### config.mk
export PLATFORM = sky130hd
export DESIGN_NAME = mul_ctrl_flat
export DESIGN_NICKNAME = d
export VERILOG_FILES = /design/src/rtl/mul_ctrl_if.sv /design/src/rtl/mul_ctrl.sv /design/src/flat_wrapper.sv
export SDC_FILE = /design/constraint.sdc
export NUM_CORES = 1
export LEC_CHECK = 0
export CAP_MARGIN = 20
export CORE_MARGIN = 2
export CORE_UTILIZATION = 40
export DETAILED_ROUTE_END_ITERATION = 8
export SYNTH_ARGS = -nofsm -noshare
export SYNTH_HDL_FRONTEND = slang
export SYNTH_SLANG_ARGS = --single-unit
### constraint.sdc
create_clock -name clk -period 1.7 [get_ports clk]
set_input_delay 0.34 -clock clk [delete_from_list [all_inputs] [get_ports clk]]
set_output_delay 0.34 -clock clk [all_outputs]
set_load 0.01 [all_outputs]
### src/rtl/mul_ctrl_if.sv
// Handshake and datapath-control bundle between the multiplier controller
// and its host/datapath.
interface mul_ctrl_if;
    logic start;
    logic abort;
    logic eqz;
    logic ldA;
    logic ldB;
    logic clrP;
    logic ldP;
    logic decB;
    logic ready;
    logic done;
    logic err;

    modport master (
        output start, abort, eqz,
        input  ldA, ldB, clrP, ldP, decB, ready, done, err
    );

    modport slave (
        input  start, abort, eqz,
        output ldA, ldB, clrP, ldP, decB, ready, done, err
    );
endinterface

### src/rtl/mul_ctrl.sv
// Control FSM for a repeated-addition multiplier: loads A and the B down
// counter, accumulates A until the counter hits zero, with watchdog and abort.
module mul_ctrl #(
    parameter int          ITER_W   = 16,
    parameter int unsigned MAX_ITER = 65535
) (
    input  logic        clk,
    input  logic        rst_n,
    mul_ctrl_if.slave   bus
);

    typedef enum logic [2:0] {
        IDLE,
        LDA,
        LDB,
        CHK,
        DONE,
        ERR
    } state_t;

    state_t            state_q, state_d;
    logic [ITER_W-1:0] iter_q, iter_d;

    logic ld_a, ld_b, clr_p, ld_p, dec_b, ready, done, err;

    always_ff @(posedge clk or negedge rst_n) begin
        if (!rst_n) begin
            state_q <= IDLE;
            iter_q  <= '0;
        end else begin
            state_q <= state_d;
            iter_q  <= iter_d;
        end
    end

    always_comb begin
        state_d = state_q;
        iter_d  = iter_q;
        ld_a    = 1'b0;
        ld_b    = 1'b0;
        clr_p   = 1'b0;
        ld_p    = 1'b0;
        dec_b   = 1'b0;
        ready   = 1'b0;
        done    = 1'b0;
        err     = 1'b0;

        case (state_q)
            IDLE: begin
                ready = 1'b1;
                if (bus.start && !bus.abort) state_d = LDA;
            end
            LDA: begin
                ld_a    = 1'b1;
                state_d = LDB;
            end
            LDB: begin
                ld_b    = 1'b1;
                clr_p   = 1'b1;
                iter_d  = '0;
                state_d = CHK;
            end
            CHK: begin
                if (bus.eqz) begin
                    state_d = DONE;
                end else if (iter_q == ITER_W'(MAX_ITER)) begin
                    state_d = ERR;
                end else begin
                    ld_p   = 1'b1;
                    dec_b  = 1'b1;
                    iter_d = iter_q + ITER_W'(1);
                end
            end
            DONE: begin
                done    = 1'b1;
                state_d = IDLE;
            end
            ERR: begin
                err     = 1'b1;
                state_d = IDLE;
            end
            default: state_d = IDLE;
        endcase

        // Abort wins over everything outside IDLE and suppresses every strobe.
        if (bus.abort && state_q != IDLE) begin
            state_d = IDLE;
            iter_d  = '0;
            ld_a    = 1'b0;
            ld_b    = 1'b0;
            clr_p   = 1'b0;
            ld_p    = 1'b0;
            dec_b   = 1'b0;
            done    = 1'b0;
            err     = 1'b0;
        end
    end

    assign bus.ldA   = ld_a;
    assign bus.ldB   = ld_b;
    assign bus.clrP  = clr_p;
    assign bus.ldP   = ld_p;
    assign bus.decB  = dec_b;
    assign bus.ready = ready;
    assign bus.done  = done;
    assign bus.err   = err;

endmodule

### src/flat_wrapper.sv
// flat-port wrapper written by rule: the top's interface ports become plain ports
module mul_ctrl_flat 
#(
    parameter int          ITER_W   = 16,
    parameter int unsigned MAX_ITER = 65535
)
  (clk, rst_n, bus_start, bus_abort, bus_eqz, bus_ldA, bus_ldB, bus_clrP, bus_ldP, bus_decB, bus_ready, bus_done, bus_err);
  mul_ctrl_if bus_i ();
  input  logic clk;
  input  logic rst_n;
  input wire logic [$bits(bus_i.start)-1:0] bus_start;
  input wire logic [$bits(bus_i.abort)-1:0] bus_abort;
  input wire logic [$bits(bus_i.eqz)-1:0] bus_eqz;
  output wire logic [$bits(bus_i.ldA)-1:0] bus_ldA;
  output wire logic [$bits(bus_i.ldB)-1:0] bus_ldB;
  output wire logic [$bits(bus_i.clrP)-1:0] bus_clrP;
  output wire logic [$bits(bus_i.ldP)-1:0] bus_ldP;
  output wire logic [$bits(bus_i.decB)-1:0] bus_decB;
  output wire logic [$bits(bus_i.ready)-1:0] bus_ready;
  output wire logic [$bits(bus_i.done)-1:0] bus_done;
  output wire logic [$bits(bus_i.err)-1:0] bus_err;
  assign bus_i.start = bus_start;
  assign bus_i.abort = bus_abort;
  assign bus_i.eqz = bus_eqz;
  assign bus_ldA = bus_i.ldA;
  assign bus_ldB = bus_i.ldB;
  assign bus_clrP = bus_i.clrP;
  assign bus_ldP = bus_i.ldP;
  assign bus_decB = bus_i.decB;
  assign bus_ready = bus_i.ready;
  assign bus_done = bus_i.done;
  assign bus_err = bus_i.err;
  mul_ctrl #(.ITER_W(ITER_W), .MAX_ITER(MAX_ITER)) u_core (.clk(clk), .rst_n(rst_n), .bus(bus_i));
endmodule
==> results of run 1 <==
flip-flops by register name, summed over array words and instances, names as in the netlist:
register        cells
u_core.iter_q      16
u_core.state_q      3
layout make-up:
class / count / area (µm²) / area share [%]
sequential: 19 / 475 / 25.6
tap: 33 / 41.3 / 2.22
timing repair buffer: 60 / 470 / 25.3
multi-input combinational: 112 / 845 / 45.5
clock buffer: 4 / 26.3 / 1.41
cells in the final DEF (no fill, tap or decap), types with 2 or more instances in the layout:
| master | instances |
|---|---|
| a21o_1 | 2 |
| a21oi_1 | 3 |
| a31o_2 | 4 |
| a31oi_1 | 7 |
| a32o_1 | 2 |
| and3_1 | 3 |
| and3_2 | 2 |
| and4_1 | 2 |
| buf_2 | 6 |
| buf_4 | 44 |
| buf_6 | 5 |
| clkbuf_4 | 3 |
| clkdlybuf4s50_1 | 3 |
| dfrtp_1 | 19 |
| nand2_1 | 16 |
| nand3_1 | 10 |
| nand4_1 | 4 |
| nor2_1 | 6 |
| nor2_2 | 2 |
| nor2_4 | 2 |
| nor2b_1 | 2 |
| nor3_1 | 3 |
| nor3_2 | 5 |
| nor3_4 | 2 |
| o211ai_1 | 2 |
| o21ai_0 | 6 |
| or4_4 | 2 |
power breakdown:
part	leakage, nW	internal (mW)	switching [mW]
Sequential	0.264	0.458	0.00318
Combinational	0.548	0.0914	0.0990
Clock	0.0150	0.0915	0.152
Total	0.827	0.641	0.254
worst max-delay path by stage:
stage / startpoint / end / slack, ns / cells past startpoint
detailed placement: bus_abort / bus_ldP / -0.67 / 4
global placement: bus_abort / bus_decB / -0.67 / 4
floorplan: u_core.state_q[2] / bus_ldP / -0.07 / 5
global route: u_core.state_q[2] / bus_decB / -0.20 / 3
finish: u_core.state_q[2] / bus_ldP / -0.17 / 3
CTS: u_core.iter_q[1] / bus_ldP / -0.18 / 5
routing by layer:
layer	global-route usage, %	wire (µm)	share of wire (%)
met5	0	0	0
met4	7.62	29	0.77
met3	2.16	244	6.5
met2	39.0	1990	53
met1	29.2	1500	40
cell families (layout without fill, tap and decap cells):
kind of cell               count (synthesis)  after routing  share of synthesized area [%]
AOI/OAI and AO/OA                         37             37                           21.9
DFF                                       19             19                           38.1
and+or+nand+nor                           73             73                           32.1
buffers and inverters                     13             64                           6.02
adders and majority gates                  1              1                           1.00
muxes                                      1              1                          0.903
repair_timing:
item | 4_1_cts | 5_1_grt
hold buffers | 0 | 0
buffers inserted | 1 | 7
pin swaps | 2 | 10
setup endpoints to repair | 19 | 18
resized for setup | 42 | 23
gates cloned | 0 | 0
through the flow:
stage	worst slack [ns]	utilization, %
global placement	-0.666	55.3
global route	-0.204	61.9
finish	-0.167	61.9
CTS	-0.180	57.3
floorplan	-0.0712	-
detailed placement	-0.668	55.3
==> results by group, run 1 <==
Placement
  • I/O Buffers: 12
  • Cell Area, Placed: 1660 µm²
  • Placed insts: 217
  • Placer Congestion: 0.833
  • Detailed Place HPWL: 2610 µm

Critical path
  • WS Path Type: flop to output port
  • Worst path buffer plus inverter count: 1
  • Startpoint Class: flop
  • CP required: 1.36 ns
  • Critical path, cell by cell: or4bb_4, nor2_4, buf_6
  • Crit path DAT: 1.53 ns
  • Worst path max stage delay: 0.55 ns
  • Reg-to-reg startpoint: u_core.state_q[2]
  • Slowest CP cell: or4bb_4
  • FF-to-FF End: u_core.iter_q[3]
  • CP Max Fanout: 3
  • Worst R2R Path Depth: 5
  • Worst Setup End Kind: output port
  • Crit-path leading delay family: simple AND/OR/NAND/NOR gates
  • FF-to-FF setup slack: -0.15 ns

STA
  • Fmax: 536 MHz
  • Actual slew at the worst max-slew pin: 0.303 ns
  • Period utilization: 110%
  • Tmin final: 1.87 ns
  • Layout Skew: 0.00619 ns
  • Fin. Hold Viols: 0
  • Unrepaired setup endpoints after global routing: yes
  • Final setup TNS: -0.767 ns
  • Minimum hold slack: 0.352 ns
  • Headroom to the max-slew limit: 79.7%
  • Final setup viols: 7
  • PnR worst setup slack: -0.167 ns
  • Fin. max-slew vios: 0

Clocking
  • Clock-pin slew on the worst setup and hold paths: 0.12 ns
  • Insertion delay to the later sink of the worst-skew pair: 0.30 ns
  • CTS root buf: clkbuf_4
  • Clk buf depth: 2
  • Sink Count: 19
  • CTS tree: done
  • H-tree levels: 1
  • TritonCTS Buffers: 3

Logic synthesis
  • Synth top cells by count: dfrtp_1, nand2_1, nand3_1, nor2_1, nor3_1
  • #FFs+latches synth: 19
  • Post-synthesis average cell area: 8.66 µm²
  • Syn Inst Count: 144
  • Net Count, Synth: 150
  • Syn. warnings: 0
  • Area contributors post-synth: dfrtp_1, nand2_1, nand3_1, nor3_1, buf_2
  • FFs w/ async S/R, synth: 100%
  • Cell area after synthesis: 1250 µm²
  • Post-synth EDFFs: 0
  • Ys flop type: dfrtp_1
  • Post-synthesis sequential area ratio: 38.1%
  • Most common cell in the netlist: dfrtp_1
  • Largest area contributor in the netlist: dfrtp_1
  • Yosys cell types: 41
  • Yosys top cell area share: 38.1%

Power and ir drop
  • Worst VDD drop: 0.353 mV
  • Static Leak: 0.827 nW
  • P per Cell Area: 482 nW/µm²
  • Total chip power: 0.895 mW

Final layout
  • Antenna cells: 0
  • Share of cells above drive strength 1: 47.2%
  • Finished Layout Cells: 228
  • Post-route cell area: 1860 µm²
  • Layout area overhead: 48.9%
  • Fillcell total: 261
  • Final #Nets: 202

Drt
  • Detailed Route WL: 3770 µm
  • DRC Markers: 0
  • Vias/cell: 5.98
  • Remaining antenna violation count after routing: 0
  • DR vias: 1364
  • DRT Pass-1 Iters: 4
  • Starting DRC count in detailed routing: 76
  • WL per Instance: 16.5 µm

Run status
  • Outcome: complete, but fails checks
  • Failing checks: setup timing

Die
  • Die ar.: 3580 µm²
  • Die Ht: 59.8 µm
  • Core area: 3000 µm²
  • Initial Util: 41.5%
  • DIE WIDTH: 59.8 µm
  • Row count: 20
  • IO Count: 13

Job
  • Max-capacitance violation count: 0

Global route
  • Vias in the first global route: 1351
  • Antenna violations before repair: 0
  • Largest net degree at the start of global routing: 20
  • GRT Overall Usage: 22.6%
  • Overflow after GRT: 0
  • First-pass GRT wire length: 6140 µm

Min path
  • Hold WC Path Type: input pin to async pin
Note: power is estimated with default switching activity, not from simulation.
==> run 2: changes to the inputs <==
- ABC_CLOCK_PERIOD_IN_PS: not set -> 1700
==> results of run 2 <==
No change in the layout: final DEF, timing and power equal those of run 1.
